`src/rtl/freq_divi_pkg.sv`:
```
// Shared types and defaults for the programmable multi-channel clock divider.
package freq_divi_pkg;

    typedef enum logic {
        IDLE = 1'b0,
        RUN  = 1'b1
    } ch_state_e;

    localparam int DEF_CNT_W = 16;
    localparam int DEF_CH    = 2;

endpackage

```
`src/rtl/freq_divi_ch.sv`:
```
// One divider channel: glitch-free divisor changes at period boundaries.
// Optional tick output when FREQ_DIVI_PROG_TICK_EN is defined.
module freq_divi_ch
    import freq_divi_pkg::*;
#(
    parameter int CNT_W = DEF_CNT_W
) (
    input  logic             clock,
    input  logic             rst,
    input  logic             en,
    input  logic [CNT_W-1:0] div,
    input  logic             load,
    output logic             out,
    output logic             pending,
    output logic             bad_cfg
`ifdef FREQ_DIVI_PROG_TICK_EN
    ,
    output logic             tick
`endif
);

    localparam logic [CNT_W-1:0] ONE   = CNT_W'(1);
    localparam logic [CNT_W-1:0] TWO   = CNT_W'(2);
    localparam logic [CNT_W:0]   ONE_X = (CNT_W+1)'(1);

    ch_state_e        r_state;
    logic [CNT_W-1:0] r_cur_div;
    logic [CNT_W-1:0] r_pend_div;
    logic [CNT_W-1:0] r_cnt;
    logic             r_out;
    logic             r_pending;
    logic             r_bad_cfg;

    ch_state_e        w_nxt_state;
    logic [CNT_W-1:0] w_nxt_cur;
    logic [CNT_W-1:0] w_nxt_pend;
    logic [CNT_W-1:0] w_nxt_cnt;
    logic             w_nxt_pending;
    logic             w_terminal;
    logic [CNT_W:0]   w_div_x;
    logic [CNT_W:0]   w_half;
    logic             w_nxt_out;

    assign w_terminal = (r_state == RUN) && (r_cnt == (r_cur_div - ONE));

    always_comb begin
        w_nxt_state   = r_state;
        w_nxt_cur     = r_cur_div;
        w_nxt_pend    = r_pend_div;
        w_nxt_pending = r_pending;
        w_nxt_cnt     = '0;
        if (r_state == IDLE) begin
            // Idle loads take effect immediately and discard any stale request.
            if (load) begin
                w_nxt_cur     = div;
                w_nxt_pending = 1'b0;
            end
            w_nxt_state = (en && (w_nxt_cur >= TWO)) ? RUN : IDLE;
        end else if (!en) begin
            w_nxt_state = IDLE;
            if (load) begin
                w_nxt_pend    = div;
                w_nxt_pending = 1'b1;
            end
        end else if (w_terminal) begin
            // A load on the boundary edge wins over an older pending value.
            if (load) begin
                w_nxt_cur     = div;
                w_nxt_pending = 1'b0;
            end else if (r_pending) begin
                w_nxt_cur     = r_pend_div;
                w_nxt_pending = 1'b0;
            end
            w_nxt_state = (w_nxt_cur >= TWO) ? RUN : IDLE;
        end else begin
            w_nxt_cnt = r_cnt + ONE;
            if (load) begin
                w_nxt_pend    = div;
                w_nxt_pending = 1'b1;
            end
        end
    end

    // High phase length is ceil(N/2); one extra bit keeps N = 2^CNT_W-1 safe.
    assign w_div_x   = {1'b0, w_nxt_cur};
    assign w_half    = (w_div_x + ONE_X) >> 1;
    assign w_nxt_out = (w_nxt_state == RUN) && ({1'b0, w_nxt_cnt} < w_half);

    always_ff @(posedge clock or negedge rst) begin
        if (!rst) begin
            r_state    <= IDLE;
            r_cur_div  <= TWO;
            r_pend_div <= '0;
            r_cnt      <= '0;
            r_out      <= 1'b0;
            r_pending  <= 1'b0;
            r_bad_cfg  <= 1'b0;
        end else begin
            r_state    <= w_nxt_state;
            r_cur_div  <= w_nxt_cur;
            r_pend_div <= w_nxt_pend;
            r_cnt      <= w_nxt_cnt;
            r_out      <= w_nxt_out;
            r_pending  <= w_nxt_pending;
            r_bad_cfg  <= (w_nxt_cur < TWO);
        end
    end

    assign out     = r_out;
    assign pending = r_pending;
    assign bad_cfg = r_bad_cfg;

`ifdef FREQ_DIVI_PROG_TICK_EN
    logic r_tick;

    always_ff @(posedge clock or negedge rst) begin
        if (!rst) begin
            r_tick <= 1'b0;
        end else begin
            r_tick <= (w_nxt_state == RUN) && (w_nxt_cnt == '0);
        end
    end

    assign tick = r_tick;
`endif

endmodule

```
`src/rtl/freq_divi_prog.sv`:
```
// Programmable clock divider: CH independent channels of CNT_W-bit divisors.
// Define FREQ_DIVI_PROG_TICK_EN to add the per-channel period tick output.
module freq_divi_prog
    import freq_divi_pkg::*;
#(
    parameter int CH    = DEF_CH,
    parameter int CNT_W = DEF_CNT_W
) (
    input  logic                clock,
    input  logic                rst,
    input  logic [CH-1:0]       en,
    input  logic [CH*CNT_W-1:0] div,
    input  logic [CH-1:0]       load,
    output logic [CH-1:0]       out,
    output logic [CH-1:0]       pending,
    output logic [CH-1:0]       bad_cfg
`ifdef FREQ_DIVI_PROG_TICK_EN
    ,
    output logic [CH-1:0]       tick
`endif
);

    for (genvar g = 0; g < CH; g++) begin : g_ch
        freq_divi_ch #(
            .CNT_W (CNT_W)
        ) u_ch (
            .clock   (clock),
            .rst     (rst),
            .en      (en[g]),
            .div     (div[g*CNT_W +: CNT_W]),
            .load    (load[g]),
            .out     (out[g]),
            .pending (pending[g]),
            .bad_cfg (bad_cfg[g])
`ifdef FREQ_DIVI_PROG_TICK_EN
            ,
            .tick    (tick[g])
`endif
        );
    end

endmodule

```
`config.mk`:
```
export PLATFORM = sky130hd
export DESIGN_NAME = freq_divi_prog
export DESIGN_NICKNAME = d
export VERILOG_FILES = /design/src/rtl/freq_divi_pkg.sv /design/src/rtl/freq_divi_ch.sv /design/src/rtl/freq_divi_prog.sv
export SDC_FILE = /design/constraint.sdc
export NUM_CORES = 1
export LEC_CHECK = 0
export ABC_CLOCK_PERIOD_IN_PS = 8700
export CAP_MARGIN = 0
export CORE_MARGIN = 4
export CORE_UTILIZATION = 41
export CTS_BUF_LIST = sky130_fd_sc_hd__clkbuf_2
export CTS_CLUSTER_SIZE = 25
export DETAILED_ROUTE_END_ITERATION = 6
export SYNTH_ARGS = -nofsm -noshare
export SYNTH_HDL_FRONTEND = slang
export SYNTH_SLANG_ARGS = --single-unit
```
`constraint.sdc`:
```
create_clock -name clock -period 8.7 [get_ports clock]
set_input_delay 1.74 -clock clock [delete_from_list [all_inputs] [get_ports clock]]
set_output_delay 1.74 -clock clock [all_outputs]
set_load 0.01 [all_outputs]
```
==> key figures, run 1 <==
Status
  • Status: finished, final reports clean

Critical path
  • Top delay family on crit path: simple AND/OR/NAND/NOR gates
  • CP peak stage delay: a little over 0.7 ns
  • Setup Crit Path Kind: reg -> reg
  • Levels on crit path: 21
  • Worst EP arrival: roughly 6.7 ns
  • Crit path max fanout: 9
  • CP Data Required Time: around 9.3 ns
  • Worst-path cell chain: nor4_1 > and2_1 > a21oi_1 > or3_1 > nor4_2 > a31oi_1 > a221oi_1 > ha_1 > nand4_1 > nor3_1 > xnor2_1 > ha_1 > a21o_1 > a21oi_1 > nor2b_1 > o21ai_0 > nand2b_1 > a21oi_1 > nor2b_1 > o21ai_0 > o2111a_1
  • Critical Path Source Type: flip-flop
  • R2R cell count: 21
  • CP most frequent cell: a21oi_1
  • Critical Path Slowest Stage Cell: nor4_2
  • Worst R2R Setup Slack: 2.59 ns
  • CP Capture Type: flip-flop
  • CP Buf/Inv Count: 0

Clock network
  • Post-CTS Resized: 0
  • TritonCTS clock tree: built
  • Worst-Skew Late Latency: ~0.66 ns
  • Cts bufs inserted: 9
  • Reg clk slew, reported paths: about 0.3 ns
  • Postcts setup bufs: 0
  • Root buf cell: clkbuf_2
  • H-tree depth: 3
  • Clock buffer depth: 2
  • Clock sink count: ~100
  • Cts hold-fix bufs: 0

Floorplan
  • Core footprint: approximately 0.020 sq mm
  • # IOs: 44
  • Initial Util: 0.417
  • Die height: 149 microns
  • Die width: about 150 microns
  • Die footprint: 0.0222 sq mm
  • Row Count: 51

Logic synthesis
  • Synth cell count leaders: 104 x nor2_1, 102 x dfrtp_1, 50 x nand2_1
  • Top-count cell post-synth: nor2_1
  • Unique masters post-synth: between 70 and 80
  • Async set-reset flop share out of synthesis: 1.00
  • Dominant cell type by area after synthesis: dfrtp_1
  • Syn Std Cell Area: just over 0.008 sq mm
  • Post-Syn Instances: a little over 900
  • Proportion of synthesized chip area in sequential cells: 0.320
  • Mean post-synth cell area: around 8.8 sq um
  • Ys flop type: dfrtp_1
  • Share of the synthesized area in the top cell type: 0.313
  • Synth warnings: 0
  • Seq cells post-synth: about 100
  • Synth Net Count: roughly 1000
  • Ranking of synthesized cells by area: dfrtp_1 31%, mux2_2 6.6%, ha_1 5.5%, xnor2_1 5.2%, nor2_1 4.8%
  • Post-synth EDFFs: 0

Timing
  • Final-report setup violation count: 0
  • Final Hold Viols: 0
  • Setup TNS: 0 ns
  • Fin crit period: about 6.1 ns
  • Worst-margin pin slew: 0.835 ns
  • Relative slew slack: 0.439
  • RSZ-0062 raised after global routing: false
  • Worst hold margin: roughly 0.55 ns
  • Max Slew Vio Count: 0
  • Period utilization: 0.702
  • Clock skew: around 0.053 ns
  • Achievable Freq: ~160 MHz

Pwr
  • Pint: 0.775 mW
  • Leakage power: 3.47 nW
  • Sequential share of power: 0.494
  • Switching power: roughly 0.43 mW
  • Clk pwr share: 0.222
  • PwrDens: roughly 140 mW/mm^2
  • Switching share of power: 0.359
  • Max IR drop VDD: just under 0.1 mV
  • Logic gate share of total power: 0.284

Place
  • HPWL after DPL: between 15000 and 20000 microns
  • PortBufs: 43
  • Gpl congestion: 0.929

Finish
  • Layout filler cell count: 1959
  • Area of the multi-input gates: between 0.005 and 0.006 sq mm
  • Nets: roughly 1000
  • Share of layout cells above drive strength 1: 0.106
  • Area Overhead vs Synth: 8.65%
  • Sequential cell area: roughly 0.0026 sq mm

Drt
  • Pre-antenna DRT Iters: 5
  • Vias per Instance: 5.86
  • DR WL/cell: a little under 20 microns
  • Total Wirelength: between 20000 and 25000 microns
  • Vias: about 7000
  • DR iter-0 viols: between 400 and 500
  • Final antenna-violating net count: 0
  • DRC errors left: 0

Global route
  • Largest net degree at the start of global routing: 59
  • Tot GR Track Use: 0.212
  • First-pass GRT wire length: between 30000 and 40000 microns
  • Gr ovfl total: 0
  • Initial antenna violation count: 1
  • Number of global-route vias before repair: 6891

Hold path
  • Worst hold path stage count: 1
  • Worst min path class: reg -> reg

Run
  • # Max-Cap Violations: 0
## layout by cell type, fill, tap and decap left out, types with 7 or more instances in the layout
| cell | n |
|---|---|
| a211oi_1 | 11 |
| xor2_1 | 40 |
| ha_1 | 36 |
| a31oi_1 | 8 |
| nand2b_1 | 21 |
| inv_1 | 25 |
| and2_1 | 11 |
| mux2i_1 | 25 |
| clkdlybuf4s50_1 | 42 |
| a21oi_1 | 31 |
| or4_1 | 10 |
| dfrtp_1 | 102 |
| nand3_1 | 37 |
| xnor2_1 | 48 |
| nor4_1 | 26 |
| o21ai_0 | 31 |
| mux2_2 | 48 |
| and3_1 | 16 |
| nor3_1 | 30 |
| o22ai_1 | 10 |
| nand4_1 | 18 |
| nand2_1 | 50 |
| nor2_1 | 104 |
| buf_4 | 7 |
| nor2b_1 | 19 |
| clkbuf_2 | 10 |
## per-stage QoR
stage                     power, mW  cell area (sq um)   util  setup WS (ns)  std cells
after floorplan               0.827               8150      -           3.26        923
after global placement        0.946               8710  0.446           2.38       1183
after detailed placement      0.945               8710  0.446           2.25       1183
after CTS                      1.22               8850  0.453           2.73       1198
after global routing           1.28               8850  0.453           2.21       1200
final                          1.21               8850  0.453           2.59       1200
## cell type report
| class | instances | area share |
|---|---|---|
| diodes | 2 | 0.000565 |
| inverters | 26 | 0.0110 |
| repair buffers | 49 | 0.0534 |
| clock inverters | 5 | 0.00919 |
| well taps | 265 | 0.0375 |
| multi-input cells | 739 | 0.588 |
| clock buffers | 10 | 0.00565 |
| flip-flops and latches | 104 | 0.294 |
## cells by family (layout without fill, tap and decap cells)
logic type	count (synthesis)	in the layout	share of synthesized area
and+or+nand+nor	385	385	0.253
xor gates and xnor gates	89	89	0.0974
AOI/OAI and AO/OA	155	155	0.135
muxes	74	74	0.0984
adders and majority gates	36	36	0.0553
buffers and inverters	80	90	0.0410
DFF	104	104	0.320
other	0	2	0
## final timing paths
path	startpoint	end
max reg2reg	g_ch[1].u_ch.r_cur_div[8]	g_ch[1].u_ch.out
max	g_ch[1].u_ch.r_cur_div[8]	g_ch[1].u_ch.out
min reg2reg	g_ch[0].u_ch.r_pend_div[12]	g_ch[0].u_ch.r_pend_div[12]
min	g_ch[0].u_ch.r_pend_div[12]	g_ch[0].u_ch.r_pend_div[12]
min in group asynchronous	rst	g_ch[0].u_ch.r_pend_div[9]
max in group asynchronous	rst	g_ch[1].u_ch.r_pend_div[3]
## routing by layer
layer / vias to the layer above / global-route usage / share of wire
li1: 3383 / - / -
met1: 3384 / 0.268 / 0.43
met2: 214 / 0.367 / 0.49
met3: 53 / 0.0283 / 0.041
met4: 0 / 0.0860 / 0.037
met5: - / 0 / 0
## power groups by stage
| stage | clock [mW] | combinational, mW | sequential [mW] |
|---|---|---|---|
| after floorplan | 0 | 0.265 | 0.562 |
| after global placement | 0 | 0.340 | 0.606 |
| after detailed placement | 0 | 0.341 | 0.604 |
| after CTS | 0.277 | 0.343 | 0.596 |
| after global routing | 0.296 | 0.381 | 0.604 |
| final | 0.268 | 0.343 | 0.597 |
## registers in the layout, summed over array words and instances, names as in the netlist
| register | flops |
|---|---|
| g_ch.u_ch.bad_cfg | 2 |
| g_ch.u_ch.out | 2 |
| g_ch.u_ch.pending | 2 |
| g_ch.u_ch.r_cnt | 32 |
| g_ch.u_ch.r_cur_div | 32 |
| g_ch.u_ch.r_pend_div | 32 |
| g_ch.u_ch.r_state | 2 |
(Power assumes the default switching activity.)
==> inputs of run 2 (changes only) <==
- ABC_CLOCK_PERIOD_IN_PS: 8700 -> 5900
- clock period: 8.7 -> 5.9 ns (I/O delays scaled with it)
==> run 2 against run 1 <==
  * Die area stayed put
  * Final cell count is 2.4% higher
  * Non-clock buffer count increased by 29
  * Routed wire length up 3.9%
  * First-iteration DRC count shrank 8.2%
  * Critical path depth up 1
  * Largest cell class unchanged
  * Maximum frequency is 12% higher
  * Clock power rose by 26%
  * Register-to-register slack got worse by 2.2 ns
  * Highest routed layer unchanged
==> key figures, run 2 (synthesized netlist as in run 1, its figures left out) <==
Timing
  • Clock skew: 0.0442 ns
  • Final Hold Viols: 0
  • Setup TNS: 0 ns
  • Relative slew slack: 0.348
  • Worst-margin pin slew: roughly 1 ns
  • Achievable Freq: between 150 and 200 MHz
  • Max Slew Vio Count: 0
  • RSZ-0062 raised after global routing: false
  • Period utilization: 0.926
  • Final-report setup violation count: 0
  • Fin crit period: about 5.5 ns

Finish
  • Finished Core Util: 0.466
  • Share of layout cells above drive strength 1: 0.143
  • Final non-filler cell total: about 1200
  • Most common cell after layout, fill and taps aside: nor2_1
  • Biggest regs: g_ch.u_ch.r_cnt x32, g_ch.u_ch.r_cur_div x32, g_ch.u_ch.r_pend_div x32
  • Area Overhead vs Synth: 11.6%
  • Most frequent cells in the layout: 103 x nor2_1, 102 x dfrtp_1, 50 x nand2_1
  • Nets: ~1000
  • Design area: 0.00909 sq mm

Critical path
  • RR Endpoint: g_ch[1].u_ch.out
  • CP Capture Point: g_ch[1].u_ch.out
  • Setup Crit Path Kind: reg -> reg
  • CP Capture Type: flip-flop
  • R2R Path Start: g_ch[1].u_ch.r_cur_div[8]
  • R2R cell count: 22
  • CP Data Required Time: 6.50 ns
  • Worst setup path startpoint: g_ch[1].u_ch.r_cur_div[8]
  • Crit path max fanout: 9
  • Worst EP arrival: ~6.1 ns
  • Critical Path Source Type: flip-flop
  • Worst R2R Setup Slack: roughly 0.44 ns

Pwr
  • Switching power: 0.672 mW
  • Leakage power: approximately 3.6 nW
  • Max IR drop VDD: 0.108 mV
  • PwrDens: around 190 mW/mm^2
  • Logic gate share of total power: 0.316
  • Clk pwr share: 0.192
  • Sequential share of power: 0.492
  • Switching share of power: 0.381
  • Pint: 1.09 mW

Global route
  • Gr ovfl total: 0
  • Tot GR Track Use: 0.217
  • Largest net degree at the start of global routing: 56
  • Number of global-route vias before repair: about 7000
  • Initial antenna violation count: 1
  • First-pass GRT wire length: 38000 microns

Place
  • Post-Place Cells: ~1200
  • Area after DPL: 0.00889 sq mm
  • Gpl congestion: around 0.9
  • PortBufs: 43
  • HPWL after DPL: 18400 microns

Clock network
  • Clock sink count: 104
  • Cts bufs inserted: 9
  • Root buf cell: clkbuf_2
  • Reg clk slew, reported paths: between 0.3 and 0.4 ns
  • Clock buffer depth: 2
  • Worst-Skew Late Latency: around 0.67 ns
  • TritonCTS clock tree: built
  • H-tree depth: 3

Floorplan
  • Die width: roughly 150 microns
  • # IOs: 44
  • Core footprint: about 0.020 sq mm
  • Initial Util: 0.417
  • Die footprint: 0.0222 sq mm
  • Die height: about 150 microns
  • Row Count: between 50 and 60

Drt
  • DRC errors left: 0
  • Total Wirelength: 24200 microns
  • DR iter-0 viols: between 400 and 500
  • Final antenna-violating net count: 0
  • Vias per Instance: roughly 6
  • DR WL/cell: between 15 and 20 microns
  • Vias: a little over 7000
  • Pre-antenna DRT Iters: 5

Hold path
  • Worst min path class: in -> async

Run
  • # Max-Cap Violations: 0

Status
  • Status: finished, final reports clean
-- run 2: repair_timing --
action,in CTS,in global routing
buffers inserted,0,4
setup endpoints to repair,0,2
hold buffers,0,0
resized for setup,0,11
-- run 2: routing by layer --
layer	GRT usage	share of wire
met1	0.265	0.42
met2	0.383	0.50
met3	0.0298	0.041
met4	0.0947	0.041
met5	0	0
-- run 2: metrics by stage --
step	hold WS, ns	total power, mW	setup slack [ns]
6_report	0.494	1.76	0.435
5_1_grt	0.502	1.87	0.0297
4_1_cts	0.476	1.77	0.215
3_5_place_dp	0.493	1.42	0.295
3_3_place_gp	0.489	1.42	0.280
2_1_floorplan	0.475	1.22	0.791
-- run 2: power groups by stage --
stage          sequential (mW)  clock, mW  combinational (mW)
3_5_place_dp             0.877          0               0.544
4_1_cts                  0.866      0.356               0.548
6_report                 0.867      0.338               0.556
5_1_grt                  0.877      0.381               0.613
2_1_floorplan            0.828          0               0.391
3_3_place_gp             0.878          0               0.545
-- run 2: critical path: stages (launching register included) --
cell      delay, ns
dfrtp_1        0.62
nor4_1         0.49
and2_1         0.30
a21oi_1        0.12
or3_1          0.39
nor4_2         0.36
a31oi_1        0.30
a221oi_2       0.37
buf_4          0.19
ha_1           0.23
nand4_1        0.21
nor3_1         0.27
xnor2_1        0.15
ha_1           0.27
a21o_1         0.16
a21oi_1        0.14
nor2b_1        0.05
o21ai_0        0.15
nand2b_1       0.08
a21oi_1        0.14
nor2b_1        0.06
o21ai_0        0.16
o2111a_1       0.21
-- run 2: worst min-delay path by stage --
stage,from,end,slack [ns],cells after the start
after floorplan,g_ch[1].u_ch.r_pend_div[0],g_ch[1].u_ch.r_pend_div[0],0.47,1
after global placement,g_ch[0].u_ch.r_pend_div[6],g_ch[0].u_ch.r_pend_div[6],0.49,1
after detailed placement,g_ch[0].u_ch.r_pend_div[4],g_ch[0].u_ch.r_pend_div[4],0.49,1
after CTS,rst,g_ch[0].u_ch.r_pend_div[9],0.48,1
after global routing,rst,g_ch[0].u_ch.r_pend_div[9],0.50,1
final,rst,g_ch[0].u_ch.r_pend_div[14],0.49,1
-- run 2: layout make-up --
class | count | area [sq um]
repair buffers | 78 | 692
multi-input cells | 739 | 5260
well taps | 265 | 332
clock inverters | 7 | 55.1
diodes | 1 | 2.50
fillers | 1967 | 10400
inverters | 26 | 97.6
clock buffers | 9 | 45.0
flip-flops and latches | 104 | 2610
==> inputs of run 3 (changes only) <==
- SLEW_MARGIN: unset -> 20
- SYNTH_HIERARCHICAL: unset -> 1
==> run 3 against run 2 <==
  * Clock power up 4%
  * Critical path depth up 3
  * Global-route usage down 1.0 points
  * Clock skew down 0.022 ns
  * Die area up 0.30%
  * Final cell count unchanged
  * Final area down 1.1%
  * Combinational power down 3%
  * Largest cell class unchanged
  * First-iteration DRC count up 11%
  * Sequential power up 0.8%
==> key figures, run 3 <==
Drt
  • Vias per Instance: around 5.7
  • DR iter-0 viols: between 400 and 500
  • Pre-antenna DRT Iters: 5
  • Total Wirelength: 22700 microns
  • Vias: ~7000
  • DRC errors left: 0
  • Final antenna-violating net count: 0
  • DR WL/cell: roughly 18 microns

Global route
  • Largest net degree at the start of global routing: a little under 60
  • First-pass GRT wire length: approximately 37000 microns
  • Initial antenna violation count: 1
  • Gr ovfl total: 0
  • Tot GR Track Use: 0.207
  • Number of global-route vias before repair: approximately 6900

Clock network
  • H-tree depth: 3
  • Reg clk slew, reported paths: 0.28 ns
  • Clock sink count: 104
  • Cts bufs inserted: 9
  • Root buf cell: clkbuf_2
  • Clock buffer depth: 2
  • Worst-Skew Late Latency: 0.63 ns
  • TritonCTS clock tree: built
  • Postcts setup bufs: 0

Hold path
  • Worst min path class: reg -> reg

Critical path
  • Worst R2R Setup Slack: 0.45 ns
  • Crit path max fanout: 11
  • Top delay family on crit path: compound AO/OA/AOI/OAI gates
  • CP Capture Type: flip-flop
  • Worst EP arrival: 6.00 ns
  • Critical Path Slowest Stage Cell: dfrtp_1
  • CP peak stage delay: between 0.5 and 0.6 ns
  • Setup Crit Path Kind: reg -> reg
  • CP Buf/Inv Count: 2
  • CP Data Required Time: roughly 6.5 ns
  • Critical Path Source Type: flip-flop

Floorplan
  • Die height: between 100 and 150 microns
  • Row Count: between 50 and 60
  • Die width: 149 microns
  • Die footprint: 0.0223 sq mm
  • Initial Util: 0.419
  • Core footprint: between 0.015 and 0.02 sq mm
  • # IOs: 44

Timing
  • Worst hold margin: 0.546 ns
  • Worst-margin pin slew: ~0.98 ns
  • Period utilization: 0.923
  • Final-report setup violation count: 0
  • Setup TNS: 0 ns
  • Max Slew Vio Count: 0
  • Achievable Freq: about 180 MHz
  • RSZ-0062 raised after global routing: false
  • Final Hold Viols: 0
  • Fin crit period: 5.45 ns
  • Clock skew: between 0.02 and 0.025 ns
  • Relative slew slack: 0.350

Logic synthesis
  • Top-count cell post-synth: dfrtp_1
  • Ys flop type: dfrtp_1
  • Post-Syn Instances: slightly above 900
  • Syn Std Cell Area: between 0.008 and 0.009 sq mm
  • Mean post-synth cell area: 8.79 sq um
  • Proportion of synthesized chip area in sequential cells: 0.319
  • Synth Net Count: 1004
  • Synth cell count leaders: 102 x dfrtp_1, 93 x nor2_1, 69 x nand2_1
  • Ranking of synthesized cells by area: dfrtp_1 31%, xnor2_1 6.3%, ha_1 5.5%, mux2_2 5.1%, nor2_1 4.3%
  • Unique masters post-synth: 71
  • Async set-reset flop share out of synthesis: 1.00
  • Dominant cell type by area after synthesis: dfrtp_1
  • Synth warnings: 6
  • Seq cells post-synth: approximately 100
  • Share of the synthesized area in the top cell type: 0.312
  • Post-synth EDFFs: 0

Finish
  • Nets: 1032
  • Share of layout cells above drive strength 1: 0.114
  • Biggest regs: g_ch.u_ch/r_cnt x32, g_ch.u_ch/r_cur_div x32, g_ch.u_ch/r_pend_div x32
  • Most frequent cells in the layout: 102 x dfrtp_1, 93 x nor2_1, 69 x nand2_1
  • Most common cell after layout, fill and taps aside: dfrtp_1
  • Area Overhead vs Synth: 10.0%
  • Finished Core Util: 0.461

Pwr
  • Overall power: between 1.5 and 2 mW
  • Leakage power: around 3.7 nW
  • Clk pwr share: 0.199
  • Switching power: between 0.6 and 0.7 mW
  • Switching share of power: 0.369
  • Pint: 1.12 mW
  • Max IR drop VDD: 0.108 mV
  • Logic gate share of total power: 0.306
  • PwrDens: 197 mW/mm^2
  • Sequential share of power: 0.494

Status
  • Status: finished, final reports clean

Run
  • # Max-Cap Violations: 0

Place
  • HPWL after DPL: between 15000 and 20000 microns
  • PortBufs: between 40 and 50
  • Gpl congestion: about 0.87
[run 3: cell types whose count changed after synthesis, sizes merged, moves of 7 or more]
| cell | previous run | this run |
|---|---|---|
| nand2 | 50 | 69 |
| inv | 25 | 43 |
| nor3 | 35 | 17 |
| and3 | 16 | 30 |
| mux2 | 49 | 37 |
| nor2 | 104 | 93 |
| xnor2 | 48 | 59 |
| and2 | 11 | 20 |
| a221oi | 6 | 14 |
| nand4 | 19 | 27 |
| o21ai | 34 | 42 |
| a211oi | 13 | 6 |
| nand2b | 21 | 14 |
| o22ai | 10 | 3 |
[run 3: area by class of cell]
cell class | instances | area, sq um
Timing Repair Buffer | 65 | 593
Clock inverter | 6 | 58.8
Tap cell | 265 | 332
Inverter | 43 | 161
Multi-Input combinational cell | 735 | 5190
Fill cell | 1954 | 10500
Antenna cell | 1 | 2.50
Clock buffer | 10 | 50.0
Sequential cell | 104 | 2610
[run 3: routing by layer]
metal | vias to the layer above | wire length, microns | GRT usage
li1 | 3415 | - | -
met1 | 3381 | 9700 | 0.258
met2 | 186 | 11600 | 0.366
met3 | 41 | 861 | 0.0359
met4 | 0 | 559 | 0.0645
met5 | - | 0 | 0
[run 3: worst register-to-register path, cell delays in order, from the launching register on]
cell      delay (ns)
dfrtp_1         0.52
inv_1           0.12
ha_1            0.22
or3b_1          0.48
a21oi_1         0.17
o32ai_1         0.09
a22oi_1         0.35
nor4_4          0.11
and4_2          0.36
a221oi_1        0.49
inv_1           0.18
ha_1            0.30
and2_1          0.20
and3_1          0.21
xnor2_1         0.12
ha_1            0.29
a21o_1          0.16
a21oi_1         0.13
nor2b_1         0.05
o21ai_0         0.14
nand2b_1        0.07
a21oi_1         0.14
nor2b_1         0.05
o21ai_0         0.15
nand3_1         0.09
a41oi_1         0.19
[run 3: timing repair]
item	4_1_cts	5_1_grt
endpoints found under the setup margin	0	2
hold buffers	0	0
resized for setup	0	2
[run 3: path summary, 6_finish.rpt]
check	from	end	cells past startpoint
max	g_ch[1].u_ch/r_cur_div[0]	g_ch[1].u_ch/out	25
min	g_ch[0].u_ch/r_pend_div[0]	g_ch[0].u_ch/r_pend_div[0]	1
max reg2reg	g_ch[1].u_ch/r_cur_div[0]	g_ch[1].u_ch/out	25
min reg2reg	g_ch[0].u_ch/r_pend_div[0]	g_ch[0].u_ch/r_pend_div[0]	1
max in group asynchronous	rst	g_ch[1].u_ch/r_cur_div[12]	2
min in group asynchronous	rst	g_ch[0].u_ch/r_cnt[1]	1
[run 3: kinds of logic (layout without fill, tap and decap cells)]
family / after synthesis / in the layout / synth area share
other: 0 / 1 / 0
and+or+nand+nor: 387 / 387 / 0.258
DFF: 104 / 104 / 0.319
buffers and inverters: 91 / 124 / 0.0472
xor gates and xnor gates: 94 / 94 / 0.101
muxes: 67 / 67 / 0.0877
adders and majority gates: 36 / 36 / 0.0551
AOI/OAI and AO/OA: 151 / 151 / 0.133
[run 3: power groups by stage]
stage | sequential, mW | clock, mW | combinational [mW]
2_1_floorplan | 0.832 | 0 | 0.404
3_3_place_gp | 0.886 | 0 | 0.535
3_5_place_dp | 0.886 | 0 | 0.538
4_1_cts | 0.873 | 0.377 | 0.541
5_1_grt | 0.885 | 0.402 | 0.600
6_report | 0.874 | 0.353 | 0.541
[run 3: through the flow]
stage          std cells  instance area (sq um)  setup WS [ns]
2_1_floorplan        930                   8170          0.745
3_3_place_gp        1212                   8870          0.362
3_5_place_dp        1212                   8870          0.338
4_1_cts             1228                   8980          0.270
5_1_grt             1229                   8990         0.0819
6_report            1229                   8990          0.454
